### config.mk
export PLATFORM = sky130hd
export DESIGN_NAME = udp_frame_gen
export DESIGN_NICKNAME = d
export VERILOG_FILES = /design/src/rtl/udp_frame_gen.sv
export SDC_FILE = /design/constraint.sdc
export NUM_CORES = 1
export LEC_CHECK = 0
export ABC_AREA = 0
export CORE_ASPECT_RATIO = 0.75
export CORE_MARGIN = 2
export CORE_UTILIZATION = 42
export CTS_CLUSTER_DIAMETER = 100
export DETAILED_ROUTE_END_ITERATION = 16
export PLACE_DENSITY_LB_ADDON = 0.05
export SLEW_MARGIN = 25
export SYNTH_ARGS = -nofsm -noshare
export SYNTH_HDL_FRONTEND = slang
export SYNTH_SLANG_ARGS = --single-unit
### constraint.sdc
create_clock -name clk -period 12.2 [get_ports clk]
set_input_delay 1.22 -clock clk [delete_from_list [all_inputs] [get_ports clk]]
set_output_delay 1.22 -clock clk [all_outputs]
set_load 0.01 [all_outputs]
### src/rtl/udp_frame_gen.sv
// udp_frame_gen: emits one Ethernet II / IPv4 / UDP frame on a GMII byte
// interface per accepted start: preamble+SFD, a 42-byte header built from the
// parameters and the latched length, the payload streamed from a FWFT source,
// zero padding up to the 46-byte Ethernet minimum, the CRC-32 FCS, and then a
// fixed inter-frame gap.
module udp_frame_gen #(
  parameter logic [47:0] LOCAL_MAC = 48'ha0_b1_c2_d3_e1_e1,
  parameter logic [47:0] DEST_MAC  = 48'hff_ff_ff_ff_ff_ff,
  parameter logic [31:0] LOCAL_IP  = 32'hC0_A8_01_0B,
  parameter logic [31:0] DEST_IP   = 32'hC0_A8_01_69,
  parameter logic [15:0] LOCL_PORT = 16'h1F90,
  parameter logic [15:0] DEST_PORT = 16'h1F90,
  parameter int          MAX_LEN   = 1472,
  parameter int          IFG_CYC   = 12
) (
  input  logic        clk,
  input  logic        rst,
  input  logic        start,
  input  logic [15:0] pay_len,
  output logic        pay_rd,
  input  logic [7:0]  pay_data,
  output logic [7:0]  gmii_txd,
  output logic        gmii_tx_en,
  output logic        busy,
  output logic        done,
  output logic        len_err
);

  typedef enum logic [2:0] {
    IDLE,
    PREAMBLE,
    HEADER,
    PAYLOAD,
    PAD,
    FCS,
    IFG
  } state_t;

  localparam logic [15:0] MAX_LEN16 = 16'(MAX_LEN);
  localparam logic [15:0] IFG_LAST  = 16'(IFG_CYC - 1);
  localparam logic [15:0] MIN_PAY   = 16'd18;

  state_t       state, next_state;
  logic [15:0]  cnt, next_cnt;
  logic [15:0]  len, next_len;
  logic [15:0]  ident, next_ident;
  logic [31:0]  crc, next_crc;
  logic         next_len_err;

  logic [15:0]  total_len;
  logic [15:0]  udp_len;
  logic [19:0]  csum_acc;
  logic [16:0]  csum_f1;
  logic [15:0]  csum_f2;
  logic [15:0]  ip_csum;
  logic [335:0] hdr;
  logic [5:0]   hdr_idx;
  logic [8:0]   hdr_pos;
  logic [7:0]   hdr_byte;
  logic [31:0]  crc_inv;
  logic [7:0]   fcs_byte;

  // One byte of the reflected IEEE 802.3 CRC-32, data taken LSB first.
  function automatic logic [31:0] crc_byte(input logic [31:0] c, input logic [7:0] d);
    logic [31:0] r;
    r = c;
    for (int i = 0; i < 8; i++) begin
      if (r[0] ^ d[i]) r = (r >> 1) ^ 32'hEDB88320;
      else             r = r >> 1;
    end
    return r;
  endfunction

  // Header fields, IPv4 checksum and the byte selected by the header/FCS index.
  always_comb begin
    total_len = len + 16'd28;
    udp_len   = len + 16'd8;
    csum_acc  = 20'h04500 + {4'd0, total_len} + {4'd0, ident} + 20'h04000 +
                20'h04011 + {4'd0, LOCAL_IP[31:16]} + {4'd0, LOCAL_IP[15:0]} +
                {4'd0, DEST_IP[31:16]} + {4'd0, DEST_IP[15:0]};
    csum_f1   = {1'b0, csum_acc[15:0]} + {13'd0, csum_acc[19:16]};
    csum_f2   = csum_f1[15:0] + {15'd0, csum_f1[16]};
    ip_csum   = ~csum_f2;
    hdr = {DEST_MAC, LOCAL_MAC, 16'h0800,
           8'h45, 8'h00, total_len, ident, 16'h4000, 8'h40, 8'h11, ip_csum,
           LOCAL_IP, DEST_IP,
           LOCL_PORT, DEST_PORT, udp_len, 16'h0000};
    hdr_idx  = (cnt[5:0] > 6'd41) ? 6'd0 : cnt[5:0];
    hdr_pos  = 9'd335 - {hdr_idx, 3'b000};
    hdr_byte = hdr[hdr_pos -: 8];
    crc_inv  = ~crc;
    case (cnt[1:0])
      2'd0:    fcs_byte = crc_inv[7:0];
      2'd1:    fcs_byte = crc_inv[15:8];
      2'd2:    fcs_byte = crc_inv[23:16];
      default: fcs_byte = crc_inv[31:24];
    endcase
  end

  // Next-state, counters, running CRC and the GMII/handshake outputs.
  always_comb begin
    next_state   = state;
    next_cnt     = cnt + 16'd1;
    next_len     = len;
    next_ident   = ident;
    next_crc     = crc;
    next_len_err = 1'b0;
    gmii_tx_en   = 1'b0;
    gmii_txd     = 8'h00;
    pay_rd       = 1'b0;
    done         = 1'b0;
    busy         = (state != IDLE);
    case (state)
      IDLE: begin
        next_cnt = 16'd0;
        if (start) begin
          if (pay_len == 16'd0) begin
            next_len_err = 1'b1;
          end else begin
            next_len   = (pay_len > MAX_LEN16) ? MAX_LEN16 : pay_len;
            next_state = PREAMBLE;
          end
        end
      end
      PREAMBLE: begin
        gmii_tx_en = 1'b1;
        gmii_txd   = (cnt == 16'd7) ? 8'hD5 : 8'h55;
        next_crc   = 32'hFFFFFFFF;
        if (cnt == 16'd7) begin
          next_state = HEADER;
          next_cnt   = 16'd0;
        end
      end
      HEADER: begin
        gmii_tx_en = 1'b1;
        gmii_txd   = hdr_byte;
        next_crc   = crc_byte(crc, hdr_byte);
        if (cnt == 16'd41) begin
          next_state = PAYLOAD;
          next_cnt   = 16'd0;
        end
      end
      PAYLOAD: begin
        gmii_tx_en = 1'b1;
        gmii_txd   = pay_data;
        pay_rd     = 1'b1;
        next_crc   = crc_byte(crc, pay_data);
        if (cnt == len - 16'd1) begin
          next_state = (len < MIN_PAY) ? PAD : FCS;
          next_cnt   = 16'd0;
        end
      end
      PAD: begin
        gmii_tx_en = 1'b1;
        next_crc   = crc_byte(crc, 8'h00);
        if (cnt == MIN_PAY - 16'd1 - len) begin
          next_state = FCS;
          next_cnt   = 16'd0;
        end
      end
      FCS: begin
        gmii_tx_en = 1'b1;
        gmii_txd   = fcs_byte;
        if (cnt == 16'd3) begin
          next_state = IFG;
          next_cnt   = 16'd0;
          next_ident = ident + 16'd1;
        end
      end
      IFG: begin
        if (cnt == IFG_LAST) begin
          done       = 1'b1;
          next_state = IDLE;
          next_cnt   = 16'd0;
        end
      end
      default: begin
        next_state = IDLE;
        next_cnt   = 16'd0;
      end
    endcase
  end

  // State register with synchronous reset; reset aborts any frame in flight.
  always_ff @(posedge clk) begin
    if (rst) begin
      state   <= IDLE;
      cnt     <= 16'd0;
      len     <= 16'd0;
      ident   <= 16'd0;
      crc     <= 32'hFFFFFFFF;
      len_err <= 1'b0;
    end else begin
      state   <= next_state;
      cnt     <= next_cnt;
      len     <= next_len;
      ident   <= next_ident;
      crc     <= next_crc;
      len_err <= next_len_err;
    end
  end

endmodule

-- Word-level counts from Yosys, hierarchy flattened
Cells that the tools add are included.
- register bits after elaboration: 84
- reductions and logical operators: 10
- bitwise operators: 43
- $add $sub $neg: 17
- muxes and demuxes: 73
- order comparisons: 3
- shift-type cells: 1
- equal/unequal tests: 22
- operator list (kind ; number):
    $mux W32 ; 45
    $shiftx A343 B10 Y8 ; 1
    $not A13 Y14 ; 22
    $pmux W32 S4 ; 1
    $mux W16 ; 7
    $pmux W16 S6 ; 1
    $add A20 B16 Y20 const B ; 2
    $add A20 B9 Y20 const B ; 2
    $add A16 B1 Y16 const B ; 2
    $eq A16 B16 Y1 ; 2
    $not A32 Y32 ; 1
    $pmux W8 S4 ; 1
    $mux W3 ; 8
    $pmux W8 S3 ; 1
    $pmux W3 S7 ; 1
    $add A19 B15 Y20 const B ; 1
    $add A18 B15 Y19 const B ; 1
    $add A17 B16 Y18 ; 1
    $add A15 B16 Y17 const A ; 1
    $add A16 B4 Y17 ; 1
    $add A16 B1 Y16 ; 1
    $add A16 B4 Y16 const B ; 1
    $add A16 B5 Y16 const B ; 1
    $eq A16 B2 Y1 const B ; 1
    other kinds (31) ; 63

-- Logic depth before layout (Yosys ltp)
- depth after elaboration: 37
- depth in mapped cells: 41
- depth with buffers taken out: 39

-- Least setup slack after synthesis
Ideal clock, no wire load.
- path kind: register -> output
- from: register len[4]
- to: output port gmii_txd[7]
- arrival time: 7.308 ns
- data required time: 10.980 ns
- cell stages (with the launch flop): 34
- buffers on the path: 2
- slack: 3.672 ns
- path through: dfxtp_1 -> clkbuf_1 -> inv_1 -> ha_1 -> a21boi_1 -> nor2_1 -> xnor2_1 -> ha_1 -> ha_1 -> buf_1 -> a21oi_1 -> o21a_1 -> a2bb2oi_1 -> a31oi_1 -> o21ai_0 -> nand2b_1 -> xor2_1 -> ha_1 -> fa_1 -> a21oi_1 -> nor2_1 -> nand4_1 -> nor3_1 -> nand2_1 -> nor2_1 -> and4b_1 -> ha_1 -> nand3_1 -> nor3_1 -> o2111ai_1 -> a2111o_1 -> or4_1 -> a41o_4 -> o21ai_0
- word-level cells in the longest chain between the ends: 14
- elaborated cells between the ends (all ways): 15
- classes of those cells: add/sub (12); shift (1); mux (1); bitwise (1)
- RTL lines (element ; line ; RTL):
    from (decl) ; 45 ; logic [15:0] len, next_len;
    from (signal assigned) ; 196 ; len <= next_len;
    $add A16 B5 Y16 ; 76 ; total_len = len + 16'd28;
    $add A15 B16 Y17 ; 78 ; csum_acc = 20'h04500 + {4'd0, total_len} + {4'd0, ident} + 20'h04000 +
    $add A17 B16 Y18 ; 78 ;
    $add A18 B15 Y19 ; 78 ;
    $add A19 B15 Y20 ; 78 ;
    $add A20 B16 Y20 ; 79 ; 20'h04011 + {4'd0, LOCAL_IP[31:16]} + {4'd0, LOCAL_IP[15:0]} +
    $add A20 B9 Y20 ; 79 ;
    $add A20 B16 Y20 ; 79 ;
    $add A20 B9 Y20 ; 80 ; {4'd0, DEST_IP[31:16]} + {4'd0, DEST_IP[15:0]};
    $add A16 B4 Y17 ; 81 ; csum_f1 = {1'b0, csum_acc[15:0]} + {13'd0, csum_acc[19:16]};
    $add A16 B1 Y16 ; 82 ; csum_f2 = csum_f1[15:0] + {15'd0, csum_f1[16]};
    $not A16 Y16 ; 83 ; ip_csum = ~csum_f2;
    $shiftx A343 B10 Y8 (*) ; 90 ; hdr_byte = hdr[hdr_pos -: 8];
    $pmux W8 S4 (*) ; 113 ; case (state)
    to (decl) ; 22 ; output logic [7:0] gmii_txd,
Every way passes the cells marked *; elsewhere a longest branch is shown, timed or not.

-- Worst setup path in the final report
Same ends and word-level chain as after synthesis.

==> results.toml <==
[sta]
finalHoldViolCount = 0
tightest_slew_ns = 0.954
skew_ns = 0.0152
final.setup.tns_ns = 0
max_freq_mhz = 95.0
maxSlewHeadroom_pct = 35.9
fin_ws_ns = 1.67
rsz0062_at_grt = "no"
post-route-period-util_pct = 86.3
slew_viol_final = 0
finalCriticalPeriod_ns = 10.53
setup_violations = 0

[synthesis]
synth_cell_type_count = 101
yosysWarnings = 0
synthesis.area_sq_um = 11100
synth-seq-cells = 84
synth_ff_type = "dfxtp_1"
seq_area_frac_synth_pct = 15.2
syn_inst = 1512
synth_edf_count = 0
async_flop_share_pct = 0
syn_nets = 1597
syn_area_per_cell_sq_um = 7.33

[global_routing]
overflow = 0
grt_usage_pct = 30.3
grt_pass1_wl_microns = 63000
grt_pass1_vias = 10300
antenna_found_initial = 0
grt_start_max_net_pins = 56

[clock_tree]
cts_root_buffer = "clkbuf_16"
cts_setup_buffers = 0
numCtsBuffers = 9
clk-insertion-delay-late_ns = 0.38
cts.repair.resized = 0
cts_hold_buffers = 0
cts.sinks = 84
clk_pin_slew_worst_paths_ns = 0.08
cts_tree = "done"
cts_buffer_depth = 2
htree_levels = 3

[floorplan]
die_area_sq_um = 27700
rows = 51
fp.coreArea_sq_um = 26000
die_x_microns = 192
io_pins = 40
fp.dieH_microns = 145
initial_core_util_pct = 42.7

[placement]
dp_worst_setup_slack_ns = 2.27
place_area_sq_um = 11700
numPortBuffers = 39
gp_congestion = 0.963
dp_hpwl_microns = 31400

[power]
p_leak_uw = 0.00439
total_power_uw = 870
ir_drop_uv = 65.0
pwr_density_cell_nw_per_um2 = 72.4

[cells_and_area]
final_cell_area_sq_um = 12000
finalCoreUtilization_pct = 46.3
n_antenna_cell = 0
drive_gt1_share_pct = 5.28
regArea_sq_um = 1680
multi_input_area_sq_um = 8800
syn2layout_area_growth_pct = 8.50
fill_cells = 2639
finalNetCount = 1575

[setup_path]
cpMaxStageDelayCell = "dfxtp_1"
critPathKind = "reg2out"
cp.arrival_ns = 9.31
endpoint_kind = "output port"
cp_max_fo = 14
critPathRequiredTime_ns = 10.98
cp_slowest_stage_delay_ns = 0.66
worst_setup_path_start_kind = "flop"

[flow_run]
drv_cap = 0

[min_path]
hp-class = "reg2reg"

[run_status]
outcome = "completed"

[detailed_routing]
route.vias.total = 11300
drcViolationCount = 0
wl_per_cell_microns = 22.5
postRouteAntennaNets = 0
drt_first_iter_violations = 1246
drt-pass1-iter-count = 5
viasPerCell = 6.14
wirelength_microns = 41400
-- state kept, by name, indices dropped and copies added, names as in the netlist --
| register | flops |
|---|---|
| crc | 32 |
| cnt | 16 |
| ident | 16 |
| len | 16 |
| state | 3 |
| len_err | 1 |
-- per-layer routing --
metal	part of all wire (%)	track usage, %	up-vias
li1	-	-	5325
met1	49	45.4	5366
met2	39	41.0	546
met3	10	9.31	54
met4	1.7	7.65	0
met5	0	0	-
-- final timing paths --
kind	cells after the start	start	endpoint	slack, ns
setup / recovery	32	len[4]	gmii_txd[7]	1.67
hold reg to reg	2	crc[17]	crc[17]	0.52
setup reg to reg	38	len[4]	crc[20]	2.22
hold / removal	2	crc[17]	crc[17]	0.52
-- cells in the mapped netlist (all sizes together) (18+ instances only) --
master,number,share of area (%)
clkbuf,82,2.8
a21oi,91,4.1
inv,59,2.0
nand2,127,4.3
dfxtp,84,15
ha,56,6.3
nor2b,18,1.0
buf,19,0.84
a31oi,23,1.3
nor3,41,1.9
nor2,154,5.2
xor2,100,8.1
nand3,45,2.0
o21ai,73,3.3
xnor2,194,15
-- metrics by stage --
step / hold slack (ns) / cells
floorplan: 0.471 / 1512
global placement: 0.491 / 1823
detailed placement: 0.503 / 1823
CTS: 0.515 / 1839
global route: 0.548 / 1839
finish: 0.516 / 1839
-- placed cells by master, fill, tap and decap left out, types with 17 or more instances in the layout --
cell type        instances
dfxtp_1                 84
o21ai_0                 67
xnor2_1                191
ha_1                    56
nor2_1                 153
xor2_1                  98
nand3_1                 45
o22ai_1                 17
nand4_1                 17
nor3_1                  39
inv_1                   58
a21oi_1                 89
clkdlybuf4s50_1         38
a31oi_1                 23
nor2b_1                 18
nand2_1                127
buf_4                   29
-- cell type report --
class,instances,share of cell area (%)
clock buffers,10,1.90
inverters,61,1.90
flip-flops and latches,84,14.0
well taps,344,3.58
clock inverters,6,0.458
repair buffers,68,5.01
multi-input cells,1266,73.2
-- logic make-up (layout without fill, tap and decap cells) --
kind of cell / count (synthesis) / in the layout / synth area share [%]
AO/OA/AOI/OAI: 384 / 384 / 23.9
XOR/XNOR: 301 / 301 / 25.0
adder cells (fa/ha/maj): 59 / 59 / 6.77
buffers and inverters: 162 / 145 / 5.69
flip-flops: 84 / 84 / 15.2
multiplexers: 13 / 13 / 1.21
AND/OR/NAND/NOR: 509 / 509 / 22.2
-- critical path, delay by kind of cell (launching register included) --
| kind | cells | cell delay [ns] |
|---|---|---|
| XOR/XNOR | 1 | 0.17 |
| buffers and inverters | 3 | 0.78 |
| adder cells (fa/ha/maj) | 5 | 1.44 |
| flip-flops | 1 | 0.66 |
| AO/OA/AOI/OAI | 12 | 3.10 |
| AND/OR/NAND/NOR | 11 | 2.79 |
-- where the power goes --
part | total [uW] | switching, uW | internal [uW] | leakage, uW
Sequential | 285 | 8.28 | 277 | 0.000679
Combinational | 293 | 179 | 114 | 0.00357
Clock | 292 | 149 | 143 | 0.000140
(Power assumes the default switching activity.)
